`src/rtl/icb_sbus_arb.sv`:
```
// icb_sbus_arb: 2:1 ICB arbiter merging the core LSU and JTAG debug masters
// onto one system-bus slave port, one transaction in flight, with a watchdog.
module icb_sbus_arb #(
    parameter int AW        = 32,
    parameter int DW        = 32,
    parameter int PRIO_JTAG = 1,
    parameter int TIMEOUT   = 255
) (
    input  logic              clk,
    input  logic              rst_n,

    input  logic              core_icb_cmd_valid,
    output logic              core_icb_cmd_ready,
    input  logic [AW-1:0]     core_icb_cmd_addr,
    input  logic              core_icb_cmd_read,
    input  logic [DW-1:0]     core_icb_cmd_wdata,
    input  logic [DW/8-1:0]   core_icb_cmd_wmask,
    output logic              core_icb_rsp_valid,
    input  logic              core_icb_rsp_ready,
    output logic              core_icb_rsp_err,
    output logic [DW-1:0]     core_icb_rsp_rdata,

    input  logic              jtag_icb_cmd_valid,
    output logic              jtag_icb_cmd_ready,
    input  logic [AW-1:0]     jtag_icb_cmd_addr,
    input  logic              jtag_icb_cmd_read,
    input  logic [DW-1:0]     jtag_icb_cmd_wdata,
    input  logic [DW/8-1:0]   jtag_icb_cmd_wmask,
    output logic              jtag_icb_rsp_valid,
    input  logic              jtag_icb_rsp_ready,
    output logic              jtag_icb_rsp_err,
    output logic [DW-1:0]     jtag_icb_rsp_rdata,

    output logic              s_icb_cmd_valid,
    input  logic              s_icb_cmd_ready,
    output logic [AW-1:0]     s_icb_cmd_addr,
    output logic              s_icb_cmd_read,
    output logic [DW-1:0]     s_icb_cmd_wdata,
    output logic [DW/8-1:0]   s_icb_cmd_wmask,
    input  logic              s_icb_rsp_valid,
    output logic              s_icb_rsp_ready,
    input  logic              s_icb_rsp_err,
    input  logic [DW-1:0]     s_icb_rsp_rdata,

    output logic              timeout_o
);

    localparam logic [1:0] S_IDLE = 2'd0;
    localparam logic [1:0] S_CMD  = 2'd1;
    localparam logic [1:0] S_RSP  = 2'd2;
    localparam logic [1:0] S_ERR  = 2'd3;

    localparam int WW = (TIMEOUT > 1) ? $clog2(TIMEOUT) : 1;

    logic [1:0]    state_q, state_d;
    logic          gnt_q, gnt_d;
    logic          last_gnt_q, last_gnt_d;
    logic          timeout_q, timeout_d;
    logic [WW-1:0] wdog_q, wdog_d;

    logic pick_jtag;
    logic sel_jtag;
    logic sel_cmd_valid;
    logic sel_rsp_ready;
    logic wdog_hit;

    // On a tie, PRIO_JTAG forces jtag; otherwise whoever was not served last.
    assign pick_jtag = jtag_icb_cmd_valid
                     & (~core_icb_cmd_valid | (PRIO_JTAG != 0) | ~last_gnt_q);

    assign sel_jtag      = gnt_q & (state_q != S_IDLE);
    assign sel_cmd_valid = gnt_q ? jtag_icb_cmd_valid : core_icb_cmd_valid;
    assign sel_rsp_ready = gnt_q ? jtag_icb_rsp_ready : core_icb_rsp_ready;
    assign wdog_hit      = (TIMEOUT != 0) && (wdog_q == WW'(TIMEOUT - 1));

    assign s_icb_cmd_addr  = sel_jtag ? jtag_icb_cmd_addr  : core_icb_cmd_addr;
    assign s_icb_cmd_read  = sel_jtag ? jtag_icb_cmd_read  : core_icb_cmd_read;
    assign s_icb_cmd_wdata = sel_jtag ? jtag_icb_cmd_wdata : core_icb_cmd_wdata;
    assign s_icb_cmd_wmask = sel_jtag ? jtag_icb_cmd_wmask : core_icb_cmd_wmask;
    assign timeout_o       = timeout_q;

    always_comb begin
        state_d            = state_q;
        gnt_d              = gnt_q;
        last_gnt_d         = last_gnt_q;
        wdog_d             = wdog_q;
        timeout_d          = 1'b0;
        s_icb_cmd_valid    = 1'b0;
        s_icb_rsp_ready    = 1'b0;
        core_icb_cmd_ready = 1'b0;
        jtag_icb_cmd_ready = 1'b0;
        core_icb_rsp_valid = 1'b0;
        core_icb_rsp_err   = 1'b0;
        core_icb_rsp_rdata = '0;
        jtag_icb_rsp_valid = 1'b0;
        jtag_icb_rsp_err   = 1'b0;
        jtag_icb_rsp_rdata = '0;
        unique case (state_q)
            S_IDLE: begin
                // Stray or late responses are swallowed here.
                s_icb_rsp_ready = 1'b1;
                if (core_icb_cmd_valid | jtag_icb_cmd_valid) begin
                    gnt_d   = pick_jtag;
                    state_d = S_CMD;
                end
            end
            S_CMD: begin
                s_icb_cmd_valid    = sel_cmd_valid;
                core_icb_cmd_ready = ~gnt_q & s_icb_cmd_ready;
                jtag_icb_cmd_ready = gnt_q & s_icb_cmd_ready;
                if (!sel_cmd_valid) begin
                    state_d = S_IDLE;
                end else if (s_icb_cmd_ready) begin
                    last_gnt_d = gnt_q;
                    wdog_d     = '0;
                    state_d    = S_RSP;
                end
            end
            S_RSP: begin
                s_icb_rsp_ready = sel_rsp_ready;
                if (gnt_q) begin
                    jtag_icb_rsp_valid = s_icb_rsp_valid;
                    jtag_icb_rsp_err   = s_icb_rsp_err;
                    jtag_icb_rsp_rdata = s_icb_rsp_rdata;
                end else begin
                    core_icb_rsp_valid = s_icb_rsp_valid;
                    core_icb_rsp_err   = s_icb_rsp_err;
                    core_icb_rsp_rdata = s_icb_rsp_rdata;
                end
                if (s_icb_rsp_valid) begin
                    if (sel_rsp_ready) state_d = S_IDLE;
                end else if (wdog_hit) begin
                    timeout_d = 1'b1;
                    state_d   = S_ERR;
                end else begin
                    wdog_d = wdog_q + 1'b1;
                end
            end
            S_ERR: begin
                if (gnt_q) begin
                    jtag_icb_rsp_valid = 1'b1;
                    jtag_icb_rsp_err   = 1'b1;
                end else begin
                    core_icb_rsp_valid = 1'b1;
                    core_icb_rsp_err   = 1'b1;
                end
                if (sel_rsp_ready) state_d = S_IDLE;
            end
            default: state_d = S_IDLE;
        endcase
    end

    always_ff @(posedge clk or negedge rst_n) begin
        if (!rst_n) begin
            state_q    <= S_IDLE;
            gnt_q      <= 1'b0;
            last_gnt_q <= 1'b1;
            wdog_q     <= '0;
            timeout_q  <= 1'b0;
        end else begin
            state_q    <= state_d;
            gnt_q      <= gnt_d;
            last_gnt_q <= last_gnt_d;
            wdog_q     <= wdog_d;
            timeout_q  <= timeout_d;
        end
    end

endmodule

```
`config.mk`:
```
export PLATFORM = sky130hd
export DESIGN_NAME = icb_sbus_arb
export DESIGN_NICKNAME = d
export VERILOG_FILES = /design/src/rtl/icb_sbus_arb.sv
export SDC_FILE = /design/constraint.sdc
export NUM_CORES = 1
export LEC_CHECK = 0
export ABC_AREA = 1
export CAP_MARGIN = 40
export CORE_AREA = 5 5 122 124
export CTS_CLUSTER_SIZE = 28
export DETAILED_ROUTE_END_ITERATION = 7
export DIE_AREA = 0 0 127 129
export RECOVER_POWER = 25
export SYNTH_ARGS = -nofsm -noshare
export SYNTH_HDL_FRONTEND = slang
export SYNTH_SLANG_ARGS = --single-unit
export TNS_END_PERCENT = 20
```
`constraint.sdc`:
```
create_clock -name clk -period 2.95 [get_ports clk]
set_input_delay 0.59 -clock clk [delete_from_list [all_inputs] [get_ports clk]]
set_output_delay 0.59 -clock clk [all_outputs]
set_load 0.02 [all_outputs]
```
## Word-level counts from Yosys, hierarchy flattened

Cells that the tools add are included.

- Bits in registers: 12
- Input port bits: 179
- Logic and storage cells: 66

- Add/subtract/negate cells: 1
- Eq/ne operators: 11
- Muxes and demuxes: 39
- Bitwise logic cells: 5
- Reduce and logical (&&, ||, !) cells: 6

Operators by type and width:

| operator | number |
|---|---|
| two-way mux 32 bit | 6 |
| two-way mux 8 bit | 4 |
| one-hot mux 8 bit (2 select lines) | 1 |
| two-way mux 1 bit | 15 |
| two-way mux 2 bit | 6 |
| != test 2 bit, second input constant | 5 |
| one-hot mux 1 bit (2 select lines) | 5 |
| adder 8 x 1 -> 8 bit, second input constant | 1 |
| == test 8 bit, second input constant | 1 |
| one-hot mux 2 bit (4 select lines) | 1 |
| != test 3 bit, second input constant | 2 |
| AND reduction 5 bit | 1 |
| == test 2 bit, second input constant | 2 |
| two-way mux 4 bit | 1 |
| nonzero test 2 bit | 2 |
| AND 1 bit | 3 |
| AND reduction 3 bit | 1 |
| == test 2 x 1 -> 1 bit, second input constant | 1 |
| logical NOT 2 bit | 1 |
| AND reduction 2 bit | 1 |
| inverter 1 bit | 1 |
| bitwise OR 1 bit | 1 |

## Logic depth before layout (Yosys ltp)

Gate-level depths: netlist of run 1.

- Word-level depth: 4
- Depth in mapped cells: 10

## Least setup slack after synthesis of run 1

Ideal clock, no wire load.

- Path kind: register -> output
- Start: register state_q[0]
- End: output port core_icb_rsp_rdata[10]
- Arrival time: 1,343 ps
- Required time: 2,360 ps
- Slack: 1,017 ps
- Stages on the path, launching flop included: 6
- Cells stage by stage: dfrtp_1 -> inv_1 -> nand2_1 -> buf_2 -> buf_2 -> nor3_1

- Cells in the longest elaborated chain, start to end: 2

RTL lines:

| item | line | RTL |
|---|---|---|
| from (decl) | 55 | `logic [1:0] state_q, state_d;` |
| from (signal assigned) | 161 | `state_q <= state_d;` |
| == test 2 bit | 98 | `unique case (state_q)` |
| two-way mux 32 bit | 98 |  |
| to (decl) | 21 | `output logic [DW-1:0] core_icb_rsp_rdata,` |

No other way between the ends.

## Worst setup path in the final report of run 1

- Start: register state_q[1]
- End: output port s_icb_cmd_addr[14]

- Cells in the longest elaborated chain, start to end: 3

RTL lines:

| item | line | RTL |
|---|---|---|
| nonzero test 2 bit | 71 | `assign sel_jtag = gnt_q & (state_q != S_IDLE);` |
| AND 1 bit | 71 |  |
| two-way mux 32 bit | 76 | `assign s_icb_cmd_addr = sel_jtag ? jtag_icb_cmd_addr : core_icb_cmd_addr;` |
| to (decl) | 36 | `output logic [AW-1:0] s_icb_cmd_addr,` |

No other way between the ends.

==> results of run 1 <==
power breakdown:
part	switching (mW)	leakage, nW	internal [mW]
clock network	0.0694	0.0442	0.204
logic	1.68	2.10	1.59
registers	0.0466	0.160	0.196
registers in the layout (all words and copies together), names as in the netlist:
register,cells
timeout_o,1
gnt_q,1
wdog_q,8
state_q,2
cell type report:
type / instances / share of cell area (%)
inverters: 49 / 3.27
multi-input cells: 230 / 27.4
well taps: 180 / 4.01
clock buffers: 4 / 1.58
flip-flops and latches: 12 / 5.34
repair buffers: 328 / 58.4
metal layers:
metal	track usage (%)	vias up
met5	0	-
met4	1.70	4
met3	5.40	15
met2	28.2	184
met1	20.2	1526
li1	-	1660
worst max-delay path by stage:
| stage | slack (ns) | from | to |
|---|---|---|---|
| floorplan | 1.02 | state_q[0] | core_icb_rsp_rdata[10] |
| global placement | 0.28 | s_icb_rsp_rdata[8] | core_icb_rsp_rdata[8] |
| detailed placement | 0.26 | jtag_icb_cmd_valid | s_icb_cmd_valid |
| CTS | 0.08 | state_q[1] | s_icb_cmd_addr[14] |
| global route | 0.02 | state_q[1] | s_icb_cmd_addr[13] |
| finish | 0.09 | state_q[1] | s_icb_cmd_addr[14] |
cell usage in the layout, fill, tap and decap left out, types with 3 or more instances in the layout:
| master | instances |
|---|---|
| buf_4 | 7 |
| clkdlybuf4s50_1 | 302 |
| clkbuf_16 | 3 |
| dlygate4sd3_1 | 17 |
| a21oi_1 | 4 |
| inv_1 | 49 |
| mux2_1 | 6 |
| mux2_2 | 63 |
| nor2_1 | 17 |
| nor3_1 | 67 |
| nand2_1 | 52 |
| dfrtp_1 | 12 |
| nand3_1 | 9 |
through the flow:
stage / utilization, % / total power [mW] / std cells
final: 41.1 / 3.79 / 803
after global routing: 41.1 / 3.99 / 803
after floorplan: - / 2.12 / 314
after detailed placement: 40.5 / 3.55 / 799
after global placement: 40.5 / 3.54 / 799
after CTS: 41.2 / 3.85 / 803
worst max-delay path, stage by stage, from the launching register on:
cell and delay [ns]:
dfrtp_1 0.47, o21ai_4 0.23, buf_4 0.36, mux2_2 0.39, clkdlybuf4s50_1 0.56
cell families (layout without fill, tap and decap cells):
kind of cell / after synthesis / after routing / share of synthesized area (%)
mux: 69 / 69 / 35.9
compound gates: 8 / 8 / 2.60
xor+xnor: 1 / 1 / 0.404
fa+ha+maj: 2 / 2 / 1.15
flops: 12 / 12 / 13.9
simple gates: 150 / 150 / 31.1
buf+inv: 72 / 381 / 15.0
==> impl_metrics.toml, run 1 <==
[cells_and_area]
final_nets = 805
multi_input_area_sq_um = 1540
areaGrowthSynthToFinish_pct = 159
finish.instance_area_sq_um = 5620
fill_cells = 1381
seqCellArea_sq_um = 300
insertedDiodeCount = 0
drive_above_1_share_pct = 12.5

[worst_hold_path]
holdCritStartpoint = "wdog_q[7]"
hold_path_end = "wdog_q[7]"
hold_depth = 2
hp-class = "reg -> reg"

[synth]
yosysTopAreaCell = "mux2_2"
synth.most_common_cell = "nor3_1"
synth_seq_cells = 12
async_flop_share_pct = 100
synth_area_leaders = "mux2_2, nor3_1, dfrtp_1"
synth_cells = 314
synthesis.nets = 495
synth_commonest_cells = "nor3_1, mux2_2, nand2_1, inv_1, nor2_1"
synth.cell_area_sq_um = 2170
ys.flop_type = "dfrtp_1"
seq_area_frac_synth_pct = 13.9
synth_edf_count = 0
yosys.area.top_type_share_pct = 32.7
ys_types = 25
synth.avg_cell_area_sq_um = 6.90
yosys_warnings = 0

[detailed_routing]
drcViolationCount = 0
ant_nets = 0
wl_met1_um = 5940
drt_wl_total_um = 14800
met3_length_um = 1480
wl_met2_um = 7240
topRoutingLayerUsed = "met5"
wl_per_cell_um = 18.4
drt-pass1-iter-count = 5
vias_per_cell = 4.22
drt-initial-drc-count = 131
dr_total_vias = 3389

[pwr]
power_density_nw_per_um2 = 674
ir_drop_mv = 0.336
cellLeakagePower_nw = 2.30

[timing]
report.final.hold_viol_count = 0
rsz0062_at_grt = "no"
worst_slack_ns = 0.0909
fin_setup_tns_ns = 0
drv_slew = 0
final.setup_skew_ns = 0.00354
slew_headroom_pct = 62.7
setup_viol = 0
timing.hold.ws_ns = 0.503
finalCritPeriodShare_pct = 96.9
period_needed_ns = 2.86
clock.fmax_ghz = 0.350
worst_pin_slew_ns = 0.558

[floorplanning]
die_w_um = 127
io_pins = 321
fp-row-count = 43
coreArea_sq_um = 13700
start_util_pct = 15.9
die_area_sq_um = 16400
die_y_um = 129

[global_route]
grt_pass1_wl_um = 21000
grt_usage_pct = 16.2
grt_antenna_before_repair = 2
grt_pass1_vias = 3461
grt_max_degree = 42
overflow = 0

[clock_tree]
post_cts_buffers = 0
post_cts_resized = 0
tritoncts = "yes"
numCtsBuffers = 3
clk_latency_ns = 0.24
cts_root_buf = "clkbuf_16"
clock_sinks = 12
path_clk_slew_ns = 0.04
clk_path_buf_depth = 2
ctsHoldBuffers = 0
htree_levels = 1

[status]
status = "completed"

[critical_path]
worstSetupPathType = "reg -> out"
timing.rr.start = "state_q[0]"
rrSetupSlack_ns = 1.16
crit_arrival_ns = 2.27
crit_required_ns = 2.36
r2r_cells = 10
crit_path_end_kind = "output port"
critPathMaxFanout = 28
rr_endpoint = "wdog_q[6]"
start_kind = "register"

[placed_design]
io_buffers = 320
dpl_worst_slack_ns = 0.264
dp_hpwl_um = 12500
placement.cell_area_sq_um = 5540
place.gp.congestion = 0.889

[flow_run]
maxCapViolations = 0
(Power assumes the default switching activity.)
==> inputs of run 2 (changes only) <==
- GPL_ROUTABILITY_DRIVEN: unset -> 0
- clock period: 2.95 -> 2.35 ns (I/O delays scaled with it)
==> run 2 against run 1 <==
  * Clock skew hardly changed
  * Via count is 2.6% higher
  * First-iteration DRC count is 15% lower
  * Sequential power is 25% higher
  * Count of clock-buffer cells in the layout is 1 lower
  * Sequential share of layout area is 0.053 points higher
  * Core utilization is 0.24 points lower
  * Power is 25% higher
  * Die area stayed put
  * Combinational power is 26% higher
  * Flip-flop and latch count stayed put
  * Hold slack better by 0.00089 ns
  * Critical path type unchanged
==> impl_metrics.toml, run 2 (synthesis results as in run 1) <==
[pwr]
seq_power_share_pct = 6.4
power_density_nw_per_um2 = 845
pwr-share-comb_pct = 87.1
cellLeakagePower_nw = 2.71
p_int_mw = 2.36
clkPwrFrac_pct = 6.5
ir_drop_mv = 0.370
swShare_pct = 50.0
switchingPower_mw = 2.36

[cells_and_area]
final_nets = 819
regMostFlops = "wdog_q"
finish.instance_area_sq_um = 5590
insertedDiodeCount = 0
largest_reg_flops = 8
final_common_cell = "clkdlybuf4s50_1"
biggestRegsByFlops = "wdog_q (8), state_q (2)"
final_cell_mix = "clkdlybuf4s50_1, dlygate4sd2_1, nor3_1, mux2_2, nand2_1"
areaGrowthSynthToFinish_pct = 158
drive_above_1_share_pct = 21.2
finish.utilization_pct = 40.9
fill_cells = 1420

[critical_path]
critPathMaxFanout = 21
crit_path_cell_trace = "o21ai_4 -> buf_12 -> buf_12 -> mux2_2 -> dlygate4sd2_1"
path_common_cell = "buf_12"
crit_path_max_incr_delay_ns = 0.44
start_kind = "register"
crit_required_ns = 1.88
worstSetupPathType = "reg -> out"
crit_slowest_cell = "dfrtp_2"
crit_arrival_ns = 1.87
crit_path_end_kind = "output port"

[global_route]
grt_max_degree = 39
grt_pass1_vias = 3595
grt_pass1_wl_um = 21600
overflow = 0
grt_usage_pct = 16.8
grt_antenna_before_repair = 1

[floorplanning]
die_y_um = 129
die_area_sq_um = 16400
coreArea_sq_um = 13700
die_w_um = 127
fp-row-count = 43
start_util_pct = 15.9
io_pins = 321

[timing]
setup_viol = 0
final.setup_skew_ns = 0.00355
worst_slack_ns = 0.0119
period_needed_ns = 2.34
timing.hold.ws_ns = 0.504
clock.fmax_ghz = 0.428
fin_setup_tns_ns = 0
report.final.hold_viol_count = 0
drv_slew = 0
finalCritPeriodShare_pct = 99.5
rsz0062_at_grt = "yes"
slew_headroom_pct = 62.4
worst_pin_slew_ns = 0.562

[detailed_routing]
vias_per_cell = 4.26
drt-initial-drc-count = 111
ant_nets = 0
dr_total_vias = 3477
drt_wl_total_um = 15200
drcViolationCount = 0
drt-pass1-iter-count = 4
wl_per_cell_um = 18.6

[placed_design]
dpl_worst_slack_ns = -0.0502
io_buffers = 320
placement.cell_area_sq_um = 5630
dp_hpwl_um = 12700

[flow_run]
maxCapViolations = 0

[clock_tree]
clk_latency_ns = 0.24
htree_levels = 1
tritoncts = "yes"
numCtsBuffers = 3
clk_path_buf_depth = 2
path_clk_slew_ns = 0.04
cts_root_buf = "clkbuf_16"
ctsHoldBuffers = 0
clock_sinks = 12

[status]
status = "completed"

[worst_hold_path]
hp-class = "reg -> reg"
[run 2: cell count changes in the layout (fill, tap and decap cells not counted), sizes merged]
cell | before | now
clkbuf | 4 | 28
dlygate4sd2 | 0 | 69
clkdlybuf4s15 | 0 | 32
dlymetal6s2s | 0 | 2
buf | 9 | 28
dlygate4sd3 | 17 | 1
clkdlybuf4s50 | 302 | 185
[run 2: worst max-delay path: cells and delay by family, from the launching register on]
| kind | cells | cell delay, ns |
|---|---|---|
| muxes | 1 | 0.35 |
| DFF | 1 | 0.44 |
| AOI/OAI and AO/OA | 1 | 0.17 |
| buffers and inverters | 3 | 0.65 |
[run 2: final timing paths]
path	start	endpoint	slack, ns	depth (start not counted)
min reg2reg	wdog_q[3]	wdog_q[3]	0.50	2
max reg2reg	state_q[1]	wdog_q[6]	0.74	10
max in group asynchronous	rst_n	state_q[0]	1.28	1
min	wdog_q[3]	wdog_q[3]	0.50	2
min in group asynchronous	rst_n	wdog_q[4]	0.66	1
max	state_q[0]	s_icb_cmd_wdata[14]	0.01	5
[run 2: power groups by stage]
stage	Clock, mW	Sequential [mW]	Combinational [mW]
after global routing	0.325	0.309	4.38
final	0.306	0.303	4.12
after detailed placement	0	0.297	4.29
after global placement	0	0.294	4.29
after floorplan	0	0.274	2.38
after CTS	0.313	0.299	4.12
[run 2: what timing repair did]
item / CTS / global route
gates resized for setup: 184 / 67
setup endpoints to repair: 130 / 66
cloned: 1 / 1
setup buffers: 1 / 0
pin swaps: 1 / 0
[run 2: stage by stage]
stage                     power [mW]  instances
after detailed placement        4.59        810
after global placement          4.58        810
final                           4.72        816
after global routing            5.01        816
after floorplan                 2.66        314
after CTS                       4.74        815
[run 2: area by class of cell]
cell class,count,area [sq um],area share (%)
multi-input combinational,230,1540,27.6
timing repair buffer,342,3260,58.4
inverter,49,184,3.29
tap,180,225,4.03
sequential,12,302,5.39
clock buffer,3,75.1,1.34
[run 2: metal layers]
metal  GRT usage [%]  vias up  wire, um  part of all wire [%]
li1                -     1680         -                     -
met4            2.84        2       208                   1.4
met5               0        -        13                 0.086
met2            29.6      189      7450                    49
met1            20.4     1588      6110                    40
met3            5.35       18      1410                   9.3
==> inputs of run 3 (changes only) <==
- PLACE_DENSITY_LB_ADDON: unset -> 0.3
==> run 3 against run 2 <==
  * Flip-flop and latch count unchanged
  * Design area down 2.6%
  * Worst setup slack improved by 0.043 ns
  * Register-to-register slack worse by 0.10 ns
  * Power down 6.5%
  * First-iteration DRC count rose by 12%
  * Via count shrank 2.4%
  * Combinational power is 8.5% lower
  * Hold slack got worse by 0.0015 ns
  * Routed wire length fell by 6.4%
  * Clock skew is 0.0019 ns lower
  * Critical path depth is 1 lower
  * Largest power group unchanged
==> impl_metrics.toml, run 3 (synthesis results as in run 1) <==
[timing]
worst_pin_slew_ns = 0.555
final.setup_skew_ns = 0.00163
slew_headroom_pct = 62.9
report.final.hold_viol_count = 0
finalCritPeriodShare_pct = 97.7
drv_slew = 0
period_needed_ns = 2.30
setup_viol = 0
clock.fmax_ghz = 0.436
worst_slack_ns = 0.0546
fin_setup_tns_ns = 0
rsz0062_at_grt = "no"

[placed_design]
dpl_worst_slack_ns = -0.0540
io_buffers = 320
dp_hpwl_um = 12100

[pwr]
p_int_mw = 2.15
swShare_pct = 51.3
power_density_nw_per_um2 = 811
clkPwrFrac_pct = 7.9
cellLeakagePower_nw = 2.69
pwr-share-comb_pct = 85.3
seq_power_share_pct = 6.8
ir_drop_mv = 0.461
switchingPower_mw = 2.27

[cells_and_area]
final_common_cell = "clkdlybuf4s50_1"
areaGrowthSynthToFinish_pct = 151
biggestRegsByFlops = "wdog_q (8), state_q (2)"
drive_above_1_share_pct = 18.0
largest_reg_flops = 8
regMostFlops = "wdog_q"
fill_cells = 1430
insertedDiodeCount = 0
seqCellArea_sq_um = 302
final_nets = 815
finish.utilization_pct = 39.9
final_cell_mix = "clkdlybuf4s50_1, dlygate4sd2_1, nor3_1, mux2_2, nand2_1"
multi_input_area_sq_um = 1540

[global_route]
overflow = 0
grt_max_degree = 41
met1_usage_pct = 19.1
grt_pass1_wl_um = 20500
grtUsageMet2_pct = 28.2
met3_usage_pct = 3.65
grt_pass1_vias = 3483
grt_usage_pct = 15.7
busiest_layer = "met2"
grt_antenna_before_repair = 0

[clock_tree]
htree_levels = 1
tritoncts = "yes"
clk_latency_ns = 0.24
cts_root_buf = "clkbuf_16"
clk_path_buf_depth = 2
numCtsBuffers = 3
path_clk_slew_ns = 0.04
clock_sinks = 12

[detailed_routing]
vias_per_cell = 4.17
drt_wl_total_um = 14200
drt-initial-drc-count = 124
drt-pass1-iter-count = 4
dr_total_vias = 3393
drcViolationCount = 0
wl_per_cell_um = 17.5
ant_nets = 0

[floorplanning]
fp-row-count = 43
die_y_um = 129
io_pins = 321
die_w_um = 127
die_area_sq_um = 16400
coreArea_sq_um = 13700
start_util_pct = 15.9

[flow_run]
maxCapViolations = 0

[status]
status = "completed"

[critical_path]
crit_required_ns = 1.88
worstSetupPathType = "reg -> out"
crit_arrival_ns = 1.83
critPathMaxFanout = 30
crit_path_end_kind = "output port"
start_kind = "register"

[worst_hold_path]
hp-class = "reg -> reg"
run 3: worst paths after layout:
path,startpoint,end,slack [ns],cells after the start
max reg2reg,state_q[1],wdog_q[5],0.64,10
max,state_q[1],s_icb_cmd_wdata[1],0.05,4
min in group asynchronous,rst_n,wdog_q[4],0.66,1
min,wdog_q[7],wdog_q[7],0.50,2
min reg2reg,wdog_q[7],wdog_q[7],0.50,2
max in group asynchronous,rst_n,gnt_q,1.29,1
run 3: layout make-up:
type | instances | area share (%)
Tap cell | 180 | 4.13
Clock buffer | 4 | 1.63
Sequential cell | 12 | 5.54
Timing Repair Buffer | 338 | 57.0
Multi-Input combinational cell | 230 | 28.3
Inverter | 49 | 3.38
run 3: through the flow:
stage | instance area [sq um] | hold WS (ns) | instances | power [mW]
floorplan | 2170 | 0.174 | 314 | 2.66
global placement | 5620 | 0.482 | 809 | 4.53
detailed placement | 5620 | 0.501 | 809 | 4.54
CTS | 5570 | 0.507 | 813 | 4.52
global route | 5450 | 0.523 | 813 | 4.69
finish | 5450 | 0.503 | 813 | 4.42
run 3: power by group through the flow:
stage / registers (mW) / logic, mW / clock network, mW
global route: 0.308 / 4.02 / 0.369
detailed placement: 0.301 / 4.24 / 0
CTS: 0.302 / 3.86 / 0.358
floorplan: 0.274 / 2.38 / 0
global placement: 0.301 / 4.23 / 0
finish: 0.303 / 3.77 / 0.348
run 3: what timing repair did:
action                     in CTS  in global routing
resized for setup             122                 90
hold buffers                    0                  0
setup buffers                   0                  0
setup endpoints to repair     130                 67
run 3: critical path, stage by stage (launching register included):
cell and delay [ns]:
dfrtp_1 0.42, o21ai_4 0.22, buf_12 0.22, mux2_2 0.37
dlygate4sd2_1 0.33
run 3: layer usage:
layer / vias to the layer above / wire [um]
li1: 1675 / -
met1: 1547 / 5620
met2: 152 / 7270
met3: 19 / 1100
met4: 0 / 230
met5: - / 0
